File: src/rtl/wb_cmd_master.sv
// wb_cmd_master: turns 34-bit host commands into single Wishbone (pipelined)
// bus cycles. The host can set an auto-incrementing address, then issue writes
// and reads. Every command produces exactly one response pulse.
// Optional feature: define WB_CMD_MASTER_TIMEOUT_EN to abort bus cycles that
// get no ack/err within TIMEOUT_CYCLES cycles.
module wb_cmd_master #(
    parameter int unsigned TIMEOUT_CYCLES = 1024
) (
    input  logic        clk,
    input  logic        reset,
    input  logic        cmd_stb,
    input  logic [33:0] cmd_word,
    output logic        cmd_busy,
    output logic        rsp_stb,
    output logic [33:0] rsp_word,
    output logic        wb_cyc,
    output logic        wb_stb,
    output logic        wb_we,
    output logic [29:0] wb_addr,
    output logic [31:0] wb_data,
    output logic [3:0]  wb_sel,
    input  logic        wb_stall,
    input  logic        wb_ack,
    input  logic        wb_err,
    input  logic [31:0] wb_idata
);

    typedef enum logic [1:0] {IDLE, BUS_REQ, BUS_WAIT} state_t;

    // Reject an out-of-range parameter at elaboration time.
    if (TIMEOUT_CYCLES < 1 || TIMEOUT_CYCLES > 65535) begin : g_bad_timeout
        $error("wb_cmd_master: TIMEOUT_CYCLES must be 1..65535");
    end

    state_t      state_q, state_d;
    logic [29:0] addr_q, addr_d;
    logic        inc_q, inc_d;
    logic        cyc_q, cyc_d;
    logic        stb_q, stb_d;
    logic        we_q, we_d;
    logic [29:0] wb_addr_q, wb_addr_d;
    logic [31:0] wb_data_q, wb_data_d;
    logic        rsp_stb_q, rsp_stb_d;
    logic [33:0] rsp_word_q, rsp_word_d;
    logic        done;
`ifdef WB_CMD_MASTER_TIMEOUT_EN
    logic [15:0] tmo_q, tmo_d;
`endif

    // Next-state / next-output computation for the command FSM.
    always_comb begin
        state_d    = state_q;
        addr_d     = addr_q;
        inc_d      = inc_q;
        cyc_d      = cyc_q;
        stb_d      = stb_q;
        we_d       = we_q;
        wb_addr_d  = wb_addr_q;
        wb_data_d  = wb_data_q;
        rsp_stb_d  = 1'b0;
        rsp_word_d = rsp_word_q;
        done       = 1'b0;
`ifdef WB_CMD_MASTER_TIMEOUT_EN
        tmo_d      = tmo_q;
`endif
        case (state_q)
            IDLE: begin
                if (cmd_stb) begin
                    case (cmd_word[33:32])
                        2'b00: begin
                            // Echo the newly loaded address and increment flag.
                            addr_d     = cmd_word[31:2];
                            inc_d      = ~cmd_word[0];
                            rsp_stb_d  = 1'b1;
                            rsp_word_d = {2'b11, cmd_word[31:2], 1'b0, ~cmd_word[0]};
                        end
                        2'b01, 2'b10: begin
                            state_d   = BUS_REQ;
                            cyc_d     = 1'b1;
                            stb_d     = 1'b1;
                            we_d      = (cmd_word[33:32] == 2'b01);
                            wb_addr_d = addr_q;
                            wb_data_d = cmd_word[31:0];
`ifdef WB_CMD_MASTER_TIMEOUT_EN
                            tmo_d     = '0;
`endif
                        end
                        default: begin
                            rsp_stb_d  = 1'b1;
                            rsp_word_d = {2'b10, 32'h2};
                        end
                    endcase
                end
            end
            default: begin
                // Error wins over a simultaneous ack.
                if (wb_err) begin
                    done       = 1'b1;
                    rsp_word_d = {2'b10, 32'h0};
                end else if (wb_ack) begin
                    done       = 1'b1;
                    rsp_word_d = we_q ? {2'b00, 32'h0} : {2'b01, wb_idata};
                    if (inc_q) addr_d = addr_q + 30'd1;
`ifdef WB_CMD_MASTER_TIMEOUT_EN
                end else if (tmo_q == 16'(TIMEOUT_CYCLES - 1)) begin
                    done       = 1'b1;
                    rsp_word_d = {2'b10, 32'h1};
`endif
                end else begin
                    if (state_q == BUS_REQ && !wb_stall) begin
                        state_d = BUS_WAIT;
                        stb_d   = 1'b0;
                    end
`ifdef WB_CMD_MASTER_TIMEOUT_EN
                    tmo_d = tmo_q + 16'd1;
`endif
                end
                if (done) begin
                    state_d   = IDLE;
                    cyc_d     = 1'b0;
                    stb_d     = 1'b0;
                    we_d      = 1'b0;
                    rsp_stb_d = 1'b1;
                end
            end
        endcase
    end

    // State and registered outputs; reset abandons any bus cycle silently.
    always_ff @(posedge clk or negedge reset) begin
        if (!reset) begin
            state_q    <= IDLE;
            addr_q     <= '0;
            inc_q      <= 1'b0;
            cyc_q      <= 1'b0;
            stb_q      <= 1'b0;
            we_q       <= 1'b0;
            wb_addr_q  <= '0;
            wb_data_q  <= '0;
            rsp_stb_q  <= 1'b0;
            rsp_word_q <= '0;
`ifdef WB_CMD_MASTER_TIMEOUT_EN
            tmo_q      <= '0;
`endif
        end else begin
            state_q    <= state_d;
            addr_q     <= addr_d;
            inc_q      <= inc_d;
            cyc_q      <= cyc_d;
            stb_q      <= stb_d;
            we_q       <= we_d;
            wb_addr_q  <= wb_addr_d;
            wb_data_q  <= wb_data_d;
            rsp_stb_q  <= rsp_stb_d;
            rsp_word_q <= rsp_word_d;
`ifdef WB_CMD_MASTER_TIMEOUT_EN
            tmo_q      <= tmo_d;
`endif
        end
    end

    assign cmd_busy = (state_q != IDLE);
    assign rsp_stb  = rsp_stb_q;
    assign rsp_word = rsp_word_q;
    assign wb_cyc   = cyc_q;
    assign wb_stb   = stb_q;
    assign wb_we    = we_q;
    assign wb_addr  = wb_addr_q;
    assign wb_data  = wb_data_q;
    assign wb_sel   = 4'hF;

endmodule

File: config.mk
export PLATFORM = sky130hd
export DESIGN_NAME = wb_cmd_master
export DESIGN_NICKNAME = d
export VERILOG_FILES = /design/src/rtl/wb_cmd_master.sv
export SDC_FILE = /design/constraint.sdc
export NUM_CORES = 1
export LEC_CHECK = 0
export CELL_PAD_IN_SITES_DETAIL_PLACEMENT = 0
export CELL_PAD_IN_SITES_GLOBAL_PLACEMENT = 1
export CORE_UTILIZATION = 30
export CTS_BUF_LIST = sky130_fd_sc_hd__clkbuf_4 sky130_fd_sc_hd__clkbuf_8 sky130_fd_sc_hd__clkbuf_16
export DETAILED_ROUTE_END_ITERATION = 6
export PLACE_DENSITY = 0.68
export SKIP_CTS_REPAIR_TIMING = 1
export SLEW_MARGIN = 40
export SYNTH_ARGS = -nofsm -noshare
export SYNTH_HDL_FRONTEND = slang
export SYNTH_SLANG_ARGS = --single-unit
File: constraint.sdc
create_clock -name clk -period 2.82 [get_ports clk]
set_input_delay 0.282 -clock clk [delete_from_list [all_inputs] [get_ports clk]]
set_output_delay 0.282 -clock clk [all_outputs]
set_load 0.005 [all_outputs]
==> metrics.cfg <==
[outcome]
status=finished clean

[sta]
fin_crit_ps=2410
slew_headroom=0.520
totalNegativeSetupSlack_ps=0
finalSetupViolations=0
worst_slew_pin_slew_ps=720
max_freq_mhz=414
period_share=0.856
fin_ws_ps=406
fin_skew_ps=7.82
slew_violations=0
finalHoldViolCount=0
grt_setup_unrepaired=false

[pwr]
swShare=0.307
pwr_density_cell_nw_per_um2=814
internal_power_mw=4.86
p_comb_frac=0.275
max-vdd-ir-drop_mv=0.484
p_sw_mw=2.16
p_clk_frac=0.316
pwr-share-seq=0.409
cellLeakagePower_nw=3.73

[yosys]
async_flop_share=1.00
synthFlopType=dfrtp_1
syn_area_um2=5990
netlist_instances=681
synth_edf_count=0
synth-seq-cells=132
synth_warnings=0
synthTopCellsByArea=dfrtp_1 (55%), nand2_1 (15%), o21ai_0 (5.4%)
yosysSeqAreaShare=0.552
avgSynthCellArea_um2=8.79
yosys.area.top_type_share=0.552
synth_area_leader_cell=dfrtp_1
synth.distinct_cells=49

[global_routing]
met3_usage=0.0463
use_met1=0.236
overflow=0
grt_pass1_vias=5502
grt_max_degree=96
gr-max-usage-layer=met2
grt.met2_usage=0.317
grt_usage=0.188
grt_pass1_wl_um=29300
antenna_found_initial=0

[placement]
dpl.cell_count=1086
dp_slack_ps=535
gp_congestion=0.785
place_area_um2=8020
post-dp-hpwl_um=12800
place.port_buffers=172

[floorplan]
die_y_um=143
start_util=0.307
ioPinCount=177
fp-row-count=51
core_area_um2=19500
die_area_um2=20500
dieWidth_um=143

[worst_setup_path]
cp_slowest_stage_delay_ps=530
timing.rr.end=addr_q[28]
endpoint_kind=output pin
cp_max_fo=19
crit_type=reg2out
cp_slowest_cell=clkdlybuf4s50_1
crit_chain=nor2_2 -> inv_2 -> clkdlybuf4s50_1
rr_startpoint=addr_q[0]
worstSetupStartpointType=flop
r2r_setup_slack_ps=540
required_ps=2540
worstPathArrival_ps=2130
r2r_cells=6

[finish]
antenna_cells=0
final_area_um2=8620
final_cells=1119
layout_commonest_cell=nand2_1
final_cell_mix=nand2_1 (235), clkdlybuf4s50_1 (171), dfrtp_1 (132)
layout-drive-gt1-share=0.0691
regArea_um2=3300
fillers=1925
syn_to_final_growth_pct=44.0
multi_input_area_um2=2480
layout.nets=916

[hold_path]
min_to=wb_data[1]
hp-class=in2reg
whs_path_depth=3
hold_start=cmd_word[1]

[routing]
avgRoutedWirePerCell_um=16.7
drt_wl_total_um=18700
drt_iter0_drc=415
drt_first_pass_iters=5
drc_errors=0
drt.antenna.violating_nets=0
viasPerCell=4.97
vias=5561

[clocking]
clock-sinks=132
htree_levels=4
cts_tree=built
cts-root-buf=clkbuf_16
clkLatencyLatePin_ps=430
ctsLongestPathBuffers=2
path_clk_slew_ps=60
cts_buffers=17

[run]
max_cap_viol_count=0

worst max-delay path, delay by kind of cell (launching register included):
family,cells,cell delay [ps]
buffers and inverters,2,820
DFF,1,450
and+or+nand+nor,1,430
logic make-up (layout without fill, tap and decap cells):
group / after synthesis / after routing / share of synthesized area
flip-flops: 132 / 132 / 0.552
AND/OR/NAND/NOR: 317 / 317 / 0.229
buffers and inverters: 58 / 228 / 0.0414
adder cells (fa/ha/maj): 3 / 3 / 0.00627
other: 1 / 4 / 0.000626
AO/OA/AOI/OAI: 170 / 170 / 0.172
Yosys cell counts (2+ instances only):
cell type and instances:
or4_1 3, inv_1 8, nand2_1 235, or3_1 2, nand3_1 18, a31oi_1 2
buf_2 6, and4_1 7, dfrtp_1 132, nor2_1 20, and3_1 3, a21oi_1 34
o21ai_0 65, a41o_1 2, buf_4 6, nor3_1 7, a211oi_1 2, ha_1 3
nand4_1 7, clkbuf_1 37, o211ai_1 3, o22ai_1 13, a2bb2oi_1 2, a22oi_1 36
o31ai_1 2, and2_1 3
cell type report:
| cell class | count | share of cell area |
|---|---|---|
| clock buffer | 20 | 0.0541 |
| sequential | 132 | 0.383 |
| timing repair buffer | 187 | 0.218 |
| tap | 265 | 0.0385 |
| inverter | 9 | 0.00392 |
| multi-input combinational | 494 | 0.287 |
| clock inverter | 12 | 0.0151 |
how the worst max path moves through the flow:
| stage | start | end | slack [ps] |
|---|---|---|---|
| after floorplan | addr_q[0] | addr_q[28] | 870 |
| after global placement | state_q[1] | rsp_word[23] | 590 |
| after detailed placement | cmd_word[32] | rsp_word[25] | 530 |
| after CTS | state_q[0] | cmd_busy | 340 |
| after global routing | state_q[0] | cmd_busy | 270 |
| final | state_q[1] | cmd_busy | 410 |
metal layers:
layer / vias up / routed length (um)
li1: 2660 / -
met1: 2720 / 8330
met2: 164 / 9020
met3: 17 / 1100
met4: 0 / 232
met5: - / 0
state kept, by name, indices dropped and copies added (netlist names):
| name | cells |
|---|---|
| rsp_stb | 1 |
| addr_q | 30 |
| wb_we | 1 |
| rsp_word | 34 |
| wb_addr | 30 |
| wb_data | 32 |
| wb_cyc | 1 |
| inc_q | 1 |
| state_q | 2 |
metrics by stage:
step / utilization / hold slack (ps) / total power, mW
final: 0.442 / 390 / 7.02
after global routing: 0.442 / 401 / 7.44
after CTS: 0.441 / -88.4 / 7.11
after detailed placement: 0.410 / 366 / 4.84
after global placement: 0.410 / 451 / 4.80
after floorplan: - / -13.6 / 3.59
power groups by stage:
| stage | combinational, mW | clock [mW] | sequential, mW |
|---|---|---|---|
| 6_report | 1.93 | 2.22 | 2.87 |
| 5_1_grt | 2.15 | 2.34 | 2.95 |
| 4_1_cts | 1.96 | 2.27 | 2.87 |
| 3_5_place_dp | 1.95 | 0 | 2.89 |
| 3_3_place_gp | 1.93 | 0 | 2.87 |
| 2_1_floorplan | 0.770 | 0 | 2.82 |
Note: power is estimated with default switching activity, not from simulation.
